`src/rtl/tdm_demux_1x4_if.sv`:
```
// ---------------------------------------------------------------------------
// tdm_demux_1x4_if
// Bundles the TDM input stream and the four demultiplexed output channels.
//   din/din_valid/frame_sync/ch_en : serial beat, slot-0 marker, channel mask
//   y0..y3/y_valid                 : per-channel registered data and strobes
//   slot/locked                    : alignment status
//   frame_done/sync_err/frame_cnt  : frame accounting
// master modport: stream source / status observer.
// slave  modport: the demultiplexer.
// ---------------------------------------------------------------------------
interface tdm_demux_1x4_if #(
    parameter int W = 8
);
    logic [W-1:0] din;
    logic         din_valid;
    logic         frame_sync;
    logic [3:0]   ch_en;
    logic [W-1:0] y0;
    logic [W-1:0] y1;
    logic [W-1:0] y2;
    logic [W-1:0] y3;
    logic [3:0]   y_valid;
    logic [1:0]   slot;
    logic         locked;
    logic         frame_done;
    logic         sync_err;
    logic [7:0]   frame_cnt;

    modport master (
        output din, din_valid, frame_sync, ch_en,
        input  y0, y1, y2, y3, y_valid, slot, locked, frame_done, sync_err, frame_cnt
    );

    modport slave (
        input  din, din_valid, frame_sync, ch_en,
        output y0, y1, y2, y3, y_valid, slot, locked, frame_done, sync_err, frame_cnt
    );
endinterface

```
`src/rtl/tdm_demux_1x4.sv`:
```
// ---------------------------------------------------------------------------
// tdm_demux_1x4
// Splits a 4-slot time-division-multiplexed stream into four channels.
// A beat carrying frame_sync marks slot 0; HUNT waits for it, LOCKED then
// routes each valid beat to the channel of its slot. Misplaced or missing
// sync beats raise sync_err; complete frames raise frame_done and count.
// Ports:
//   clk    : rising-edge clock
//   rst_n  : asynchronous active-low reset
//   bus    : tdm_demux_1x4_if slave modport (stream in, channels/status out)
// All outputs are registered; one cycle latency from accepted beat.
// ---------------------------------------------------------------------------
module tdm_demux_1x4 #(
    parameter int W = 8
) (
    input  logic          clk,
    input  logic          rst_n,
    tdm_demux_1x4_if.slave bus
);
    typedef enum logic {HUNT = 1'b0, LOCKED = 1'b1} state_t;

    state_t       state_p0;
    logic [1:0]   slot_p0;
    logic         locked_p0;
    logic [W-1:0] y_p0 [4];
    logic [3:0]   y_valid_p0;
    logic         frame_done_p0;
    logic         sync_err_p0;
    logic [7:0]   frame_cnt_p0;

    state_t       nxt_state;
    logic [1:0]   nxt_slot;
    logic         wr_go;
    logic [1:0]   wr_ch;
    logic         fd_set;
    logic         se_set;

    // Beat decode: decides where the current beat goes and how alignment moves.
    always_comb begin
        nxt_state = state_p0;
        nxt_slot  = slot_p0;
        wr_go     = 1'b0;
        wr_ch     = 2'd0;
        fd_set    = 1'b0;
        se_set    = 1'b0;
        if (bus.din_valid) begin
            case (state_p0)
                HUNT: begin
                    if (bus.frame_sync) begin
                        wr_go     = 1'b1;
                        nxt_state = LOCKED;
                        nxt_slot  = 2'd1;
                    end
                end
                LOCKED: begin
                    if (bus.frame_sync) begin
                        // Sync always restarts the frame at slot 0; only an
                        // early one (mid-frame) is an error, and the partial
                        // frame is dropped from the accounting.
                        wr_go    = 1'b1;
                        nxt_slot = 2'd1;
                        se_set   = (slot_p0 != 2'd0);
                    end else if (slot_p0 == 2'd0) begin
                        // Missing sync: beat is dropped and alignment lost.
                        se_set    = 1'b1;
                        nxt_state = HUNT;
                        nxt_slot  = 2'd0;
                    end else begin
                        wr_go    = 1'b1;
                        wr_ch    = slot_p0;
                        nxt_slot = slot_p0 + 2'd1;
                        fd_set   = (slot_p0 == 2'd3);
                    end
                end
                default: begin
                    nxt_state = HUNT;
                    nxt_slot  = 2'd0;
                end
            endcase
        end
    end

    // Output/state register stage.
    always_ff @(posedge clk or negedge rst_n) begin
        if (!rst_n) begin
            state_p0      <= HUNT;
            slot_p0       <= 2'd0;
            locked_p0     <= 1'b0;
            y_p0[0]       <= '0;
            y_p0[1]       <= '0;
            y_p0[2]       <= '0;
            y_p0[3]       <= '0;
            y_valid_p0    <= 4'd0;
            frame_done_p0 <= 1'b0;
            sync_err_p0   <= 1'b0;
            frame_cnt_p0  <= 8'd0;
        end else begin
            state_p0      <= nxt_state;
            slot_p0       <= nxt_slot;
            locked_p0     <= (nxt_state == LOCKED);
            y_valid_p0    <= 4'd0;
            frame_done_p0 <= fd_set;
            sync_err_p0   <= se_set;
            // Masked channels still consume their slot but keep old data.
            if (wr_go && bus.ch_en[wr_ch]) begin
                y_p0[wr_ch]       <= bus.din;
                y_valid_p0[wr_ch] <= 1'b1;
            end
            if (fd_set) begin
                frame_cnt_p0 <= frame_cnt_p0 + 8'd1;
            end
        end
    end

    assign bus.y0         = y_p0[0];
    assign bus.y1         = y_p0[1];
    assign bus.y2         = y_p0[2];
    assign bus.y3         = y_p0[3];
    assign bus.y_valid    = y_valid_p0;
    assign bus.slot       = slot_p0;
    assign bus.locked     = locked_p0;
    assign bus.frame_done = frame_done_p0;
    assign bus.sync_err   = sync_err_p0;
    assign bus.frame_cnt  = frame_cnt_p0;

endmodule

```
`src/flat_wrapper.sv`:
```
// flat-port wrapper written by rule: the top's interface ports become plain ports
module tdm_demux_1x4_flat 
#(
    parameter int W = 8
)
  (clk, rst_n, bus_din, bus_din_valid, bus_frame_sync, bus_ch_en, bus_y0, bus_y1, bus_y2, bus_y3, bus_y_valid, bus_slot, bus_locked, bus_frame_done, bus_sync_err, bus_frame_cnt);
  tdm_demux_1x4_if #(.W(W)) bus_i ();
  input  logic clk;
  input  logic rst_n;
  input wire logic [$bits(bus_i.din)-1:0] bus_din;
  input wire logic [$bits(bus_i.din_valid)-1:0] bus_din_valid;
  input wire logic [$bits(bus_i.frame_sync)-1:0] bus_frame_sync;
  input wire logic [$bits(bus_i.ch_en)-1:0] bus_ch_en;
  output wire logic [$bits(bus_i.y0)-1:0] bus_y0;
  output wire logic [$bits(bus_i.y1)-1:0] bus_y1;
  output wire logic [$bits(bus_i.y2)-1:0] bus_y2;
  output wire logic [$bits(bus_i.y3)-1:0] bus_y3;
  output wire logic [$bits(bus_i.y_valid)-1:0] bus_y_valid;
  output wire logic [$bits(bus_i.slot)-1:0] bus_slot;
  output wire logic [$bits(bus_i.locked)-1:0] bus_locked;
  output wire logic [$bits(bus_i.frame_done)-1:0] bus_frame_done;
  output wire logic [$bits(bus_i.sync_err)-1:0] bus_sync_err;
  output wire logic [$bits(bus_i.frame_cnt)-1:0] bus_frame_cnt;
  assign bus_i.din = bus_din;
  assign bus_i.din_valid = bus_din_valid;
  assign bus_i.frame_sync = bus_frame_sync;
  assign bus_i.ch_en = bus_ch_en;
  assign bus_y0 = bus_i.y0;
  assign bus_y1 = bus_i.y1;
  assign bus_y2 = bus_i.y2;
  assign bus_y3 = bus_i.y3;
  assign bus_y_valid = bus_i.y_valid;
  assign bus_slot = bus_i.slot;
  assign bus_locked = bus_i.locked;
  assign bus_frame_done = bus_i.frame_done;
  assign bus_sync_err = bus_i.sync_err;
  assign bus_frame_cnt = bus_i.frame_cnt;
  tdm_demux_1x4 #(.W(W)) u_core (.clk(clk), .rst_n(rst_n), .bus(bus_i));
endmodule
```
`config.mk`:
```
export PLATFORM = sky130hd
export DESIGN_NAME = tdm_demux_1x4_flat
export DESIGN_NICKNAME = d
export VERILOG_FILES = /design/src/rtl/tdm_demux_1x4_if.sv /design/src/rtl/tdm_demux_1x4.sv /design/src/flat_wrapper.sv
export SDC_FILE = /design/constraint.sdc
export NUM_CORES = 1
export LEC_CHECK = 0
export ABC_CLOCK_PERIOD_IN_PS = 6800
export BUFFER_PORTS_ARGS = -buffer_cell sky130_fd_sc_hd__buf_2
export CAP_MARGIN = 25
export CORE_MARGIN = 2
export CORE_UTILIZATION = 40
export CTS_BUF_LIST = sky130_fd_sc_hd__clkbuf_2 sky130_fd_sc_hd__clkbuf_4 sky130_fd_sc_hd__clkbuf_8
export CTS_CLUSTER_SIZE = 25
export DETAILED_ROUTE_END_ITERATION = 10
export MAX_ROUTING_LAYER = met4
export PLACE_DENSITY = 0.65
export SLEW_MARGIN = 20
export SYNTH_ARGS = -nofsm -noshare
export SYNTH_HDL_FRONTEND = slang
export SYNTH_SLANG_ARGS = --single-unit
```
`constraint.sdc`:
```
create_clock -name clk -period 6.8 [get_ports clk]
set_input_delay 0 -clock clk [delete_from_list [all_inputs] [get_ports clk]]
set_output_delay 0 -clock clk [all_outputs]
set_load 0.02 [all_outputs]
```
# Word-level counts from Yosys, hierarchy flattened
# Cells that the tools add are included.
# classes
eq_ne	2
mux	29
n_bitwise	2
add_sub_neg	2
reduce_logical	6
magnitude_cmp	4
# op_table
cell	count
$bwmux W32	1
$demux W8 S2	1
$mux W1	14
$mux W2	7
$add A8 B1 Y8 const B	1
$mux W8	1
$mux W4	1
$pmux W2 S2	1
$ge A3 B3 Y1 const B	1
$logic_and A1 B1 Y1	3
$lt A2 B3 Y1 const B	1
$lt A3 B1 Y1 const B	1
$not A2 Y3	1
$add A2 B1 Y2 const B	1
$bmux W1 S2	1
$demux W1 S2	1
$eq A2 B2 Y1 const B	1
$ge A2 B1 Y1 const B	1
$logic_not A2 Y1	1
$ne A2 B2 Y1 const B	1
$pmux W1 S2	1
$reduce_and A2 Y1	1
$reduce_bool A2 Y1	1
$not A1 Y1	1
# word_totals
ff_bits	49
out_inout_bits	49

# Logic depth before layout (Yosys ltp)
# logic_depth
word_depth	11
depth_mapped	7
depth_no_buf	7

# Worst setup path after synthesis
# OpenSTA, ideal clock, no wires.
# synth_timing
kind	register -> register
from	register u_core.slot_p0[0], in the netlist u_core.bus.slot[0]
to	register u_core.y_p0, in the netlist u_core.bus.y0[0]
setup_time_ns	0.125
path_slack_ns	4.469
stages_incl_launch_ff	7
arrival_time_ns	2.206
required_time_ns	6.675
cell_sequence	dfrtp_1 inv_1 ha_1 nand4bb_4 a211o_1 a221oi_4 mux2_2
# synth_via
elab_chain_cells	11
elab_cells_between_ends	19
cone_classes	2 x order compare; 13 x mux; 1 x bitwise; 3 x reduce/logical
# synth_rtl
item	line_no	source
from (decl)	tdm_demux_1x4.sv:23	logic [1:0] slot_p0;
from (signal assigned)	tdm_demux_1x4.sv:99	slot_p0 <= nxt_slot;
$logic_not A2 Y1	tdm_demux_1x4.sv:63	end else if (slot_p0 == 2'd0) begin
$mux W2	tdm_demux_1x4.sv:63	
$mux W2	tdm_demux_1x4.sv:56	if (bus.frame_sync) begin
$mux W2	tdm_demux_1x4.sv:47	case (state_p0)
$mux W2	tdm_demux_1x4.sv:46	if (bus.din_valid) begin
$not A2 Y3 (not written as such)	tdm_demux_1x4.sv:106	y_p0[wr_ch] <= bus.din;
$ge A3 B3 Y1 (not written as such) or $lt A3 B1 Y1 (tied branches)	tdm_demux_1x4.sv:106	
$logic_and A1 B1 Y1 (not written as such)	tdm_demux_1x4.sv:106	
$mux W8 (not written as such)	tdm_demux_1x4.sv:106	
$demux W8 S2	tdm_demux_1x4.sv:106	
$bwmux W32	tdm_demux_1x4.sv:106	
to (signal, indexed assignment)	tdm_demux_1x4.sv:106	
to (decl)	tdm_demux_1x4.sv:25	logic [W-1:0] y_p0 [4];
# Parallel ways exist; a longest one is shown, timed or not. The select of a mux whose other input is x is not followed.
# A chain may end at the register's enable or synchronous reset.

# Worst setup path in the final report
# layout_timing
from	register u_core.slot_p0[0], in the netlist u_core.bus.slot[0]
to	register u_core.y_p0, in the netlist u_core.bus.y0[6]
# Same word-level chain as after synthesis.

==> results.sh <==
export IMPL_crit_family="compound AO/OA/AOI/OAI gates"
export IMPL_finalSetupTns_ps=0
export IMPL_final_antenna_net_count=0
export IMPL_postPlaceCellArea_sq_um=2380
export IMPL_worst_r2r_path_depth=6
export IMPL_leakage_nw=1.34
export IMPL_ys_types=27
export IMPL_cts_sinks=49
export IMPL_grt_pass1_wl_mm=7.08
export IMPL_netlist_instances=135
export IMPL_worstHoldPathType="in2reg"
export IMPL_worstPathRequired_ps=6990
export IMPL_grt_start_max_net_pins=50
export IMPL_hold_viol_final=0
export IMPL_dr_pass1_iters=4
export IMPL_min_delay_path_depth=3
export IMPL_cts_tree="built"
export IMPL_area_growth_syn_to_layout_pct=30.4
export IMPL_antenna_found_initial=0
export IMPL_clock_latency_ps=310
export IMPL_fin_area_sq_um=2590
export IMPL_rsz0062_at_grt="no"
export IMPL_hold_buffers=11
export IMPL_grt_met2_usage_pct=27.4
export IMPL_numCtsBuffers=5
export IMPL_timing_hold_ws_ps=62.6
export IMPL_power_density_nw_per_um2=412
export IMPL_fin_nets=235
export IMPL_yosysWarnings=0
export IMPL_crit_cells=6
export IMPL_vias=1401
export IMPL_nFillCells=430
export IMPL_arrival_ps=2710
export IMPL_setup_viol=0
export IMPL_post_dp_hpwl_mm=3.04
export IMPL_cap_violations=0
export IMPL_avgSynthCellArea_sq_um=14.7
export IMPL_synth_seq_cells=49
export IMPL_root_buffer="clkbuf_8"
export IMPL_vias_per_cell=4.97
export IMPL_rows=25
export IMPL_tightest_slew_ps=698
export IMPL_slew_violations=0
export IMPL_finClkSkew_ps=10.1
export IMPL_grt_busiest_layer="met2"
export IMPL_crit_slowest_cell="a221oi_4"
export IMPL_period_minus_slack_ps=2520
export IMPL_dieArea_sq_um=5550
export IMPL_cts_max_level=2
export IMPL_drt_iter0_markers=53
export IMPL_gr_usage_met3_pct=4.07
export IMPL_start_kind="flip-flop"
export IMPL_synthesis_nets=156
export IMPL_cts_repair_resized=0
export IMPL_cts_buffer_depth=2
export IMPL_grt_pass1_vias=1446
export IMPL_cts_reportedPaths_clkPinSlew_ps=90
export IMPL_ys_seq_area_share_pct=61.6
export IMPL_grt_total_usage_pct=17.9
export IMPL_fp_dieH_um=74.5
export IMPL_wl_per_cell_um=14.9
export IMPL_synth_ff_type="dfrtp_1"
export IMPL_gp_congestion=0.985
export IMPL_peakVddDrop_v=0.000279
export IMPL_path_buf_inv=1
export IMPL_wl_mm=4.20
export IMPL_finalCritPeriodShare_pct=37.0
export IMPL_grt_overflow_total=0
export IMPL_syn_area_sq_um=1990
export IMPL_synth_async_sr_flop_share_pct=100
export IMPL_core_sq_um=4750
export IMPL_outcome="completed"
export IMPL_cts_setup_buffers=0
export IMPL_die_w_um=74.5
export IMPL_worstSetupEndpointType="flip-flop"
export IMPL_crit_chain="inv_1 -> ha_1 -> nand4bb_4 -> a211o_1 -> a221oi_4 -> mux2_2"
export IMPL_initial_utilization_pct=41.8
export IMPL_diodes=0
export IMPL_remaining_drc_errors=0
export IMPL_grtUsageMet1_pct=22.6
export IMPL_io_buffers=64
export IMPL_critPathMaxFanout=9
export IMPL_synth_edf_count=0
export IMPL_clock_fmax_mhz=397
export IMPL_drive_above_1_share_pct=50.2
export IMPL_critPathMaxStageDelay_ps=550
export IMPL_io_pins=65
export IMPL_path_class="reg2reg"
export IMPL_slew_headroom_pct=53.2
[worst register-to-register path, stage by stage (launching register included)]
cell       delay [ps]
dfrtp_1           470
inv_1             170
ha_1              260
nand4bb_4         270
a211o_1           290
a221oi_4          550
mux2_2            400
[Yosys cell counts, drive strengths merged, types with 2 or more instances]
library cell | instances | area (sq um)
a21oi | 3 | 15.0
clkbuf | 2 | 7.51
dfrtp | 49 | 1230
ha | 5 | 62.6
inv | 4 | 15.0
mux2 | 33 | 372
nand2 | 6 | 22.5
nand3 | 3 | 15.0
nand4 | 2 | 12.5
nor2 | 3 | 11.3
nor3 | 2 | 15.0
o21ai | 3 | 15.0
or4 | 2 | 15.0
xnor2 | 5 | 43.8
xor2 | 2 | 17.5
[report_power, final]
part / switching, mW / internal [mW] / total [mW] / leakage (nW)
Sequential: 0.0676 / 0.394 / 0.462 / 0.629
Clock: 0.0989 / 0.0845 / 0.183 / 0.0518
Combinational: 0.249 / 0.173 / 0.422 / 0.664
Total: 0.416 / 0.652 / 1.07 / 1.34
[logic make-up (layout without fill, tap and decap cells)]
| group | Yosys count | count (layout) | synth area share (%) |
|---|---|---|---|
| buffers and inverters | 7 | 87 | 1.38 |
| AOI/OAI and AO/OA | 10 | 10 | 4.03 |
| xor gates and xnor gates | 7 | 7 | 3.08 |
| and+or+nand+nor | 23 | 23 | 7.55 |
| adders and majority gates | 5 | 5 | 3.14 |
| muxes | 34 | 34 | 19.2 |
| DFF | 49 | 49 | 61.6 |
[sequential cells by signal, indices dropped and copies added, names as in the netlist]
register / flops
u_core.bus.slot: 2
u_core.bus.y2: 8
u_core.bus.y_valid: 4
u_core.bus.sync_err: 1
u_core.bus.y1: 8
u_core.bus.y3: 8
u_core.bus.y0: 8
u_core.bus.frame_done: 1
u_core.state_p0: 1
u_core.bus.frame_cnt: 8
[layout by cell type (no fill, tap or decap), drive strengths merged, types with 2 or more instances in the layout]
cell type,n
nand3,3
dlygate4sd3,11
clkbuf,6
xor2,2
nand4,2
inv,5
o21ai,3
buf,64
nor3,2
dfrtp,49
mux2,33
or4,2
nor2,3
nand2,6
xnor2,5
ha,5
a21oi,3
[worst paths after layout]
check                                                    start                                  end  slack, ps
setup / recovery                u_core.bus.slot[0]$_DFFE_PN0P_         u_core.bus.y0[6]$_DFFE_PN0P_       4280
hold / removal                                    bus_ch_en[2]      u_core.bus.y_valid[2]$_DFF_PN0_         60
setup reg to reg                u_core.bus.slot[0]$_DFFE_PN0P_         u_core.bus.y0[6]$_DFFE_PN0P_       4280
hold reg to reg            u_core.bus.frame_cnt[7]$_DFFE_PN0P_  u_core.bus.frame_cnt[7]$_DFFE_PN0P_        470
max in group asynchronous                                rst_n         u_core.bus.y2[3]$_DFFE_PN0P_       6170
min in group asynchronous                                rst_n        u_core.bus.sync_err$_DFF_PN0_        240
[per-layer routing]
layer  vias up  share of wire (%)
met4         0                2.7
li1        639                  -
met1       678                 43
met5         -                  0
met3        14                6.5
met2        70                 47
[metrics by stage]
| stage | power, mW | cells | setup WS, ps | utilization, % |
|---|---|---|---|---|
| after floorplan | 0.727 | 135 | 4470 | - |
| after global placement | 0.870 | 263 | 4390 | 50.1 |
| after detailed placement | 0.889 | 263 | 4270 | 50.1 |
| after CTS | 1.08 | 282 | 4270 | 54.5 |
| after global routing | 1.14 | 282 | 4130 | 54.6 |
| final | 1.07 | 282 | 4280 | 54.6 |
[final cells by class]
cell class / count / area, sq um / area share (%)
flip-flops and latches: 49 / 1230 / 47.3
multi-input cells: 79 / 736 / 28.4
repair buffers: 75 / 433 / 16.7
well taps: 67 / 83.8 / 3.23
clock buffers: 6 / 82.6 / 3.18
clock inverters: 2 / 17.5 / 0.675
inverters: 4 / 15.0 / 0.579
Power figures use the tool's default switching activity.
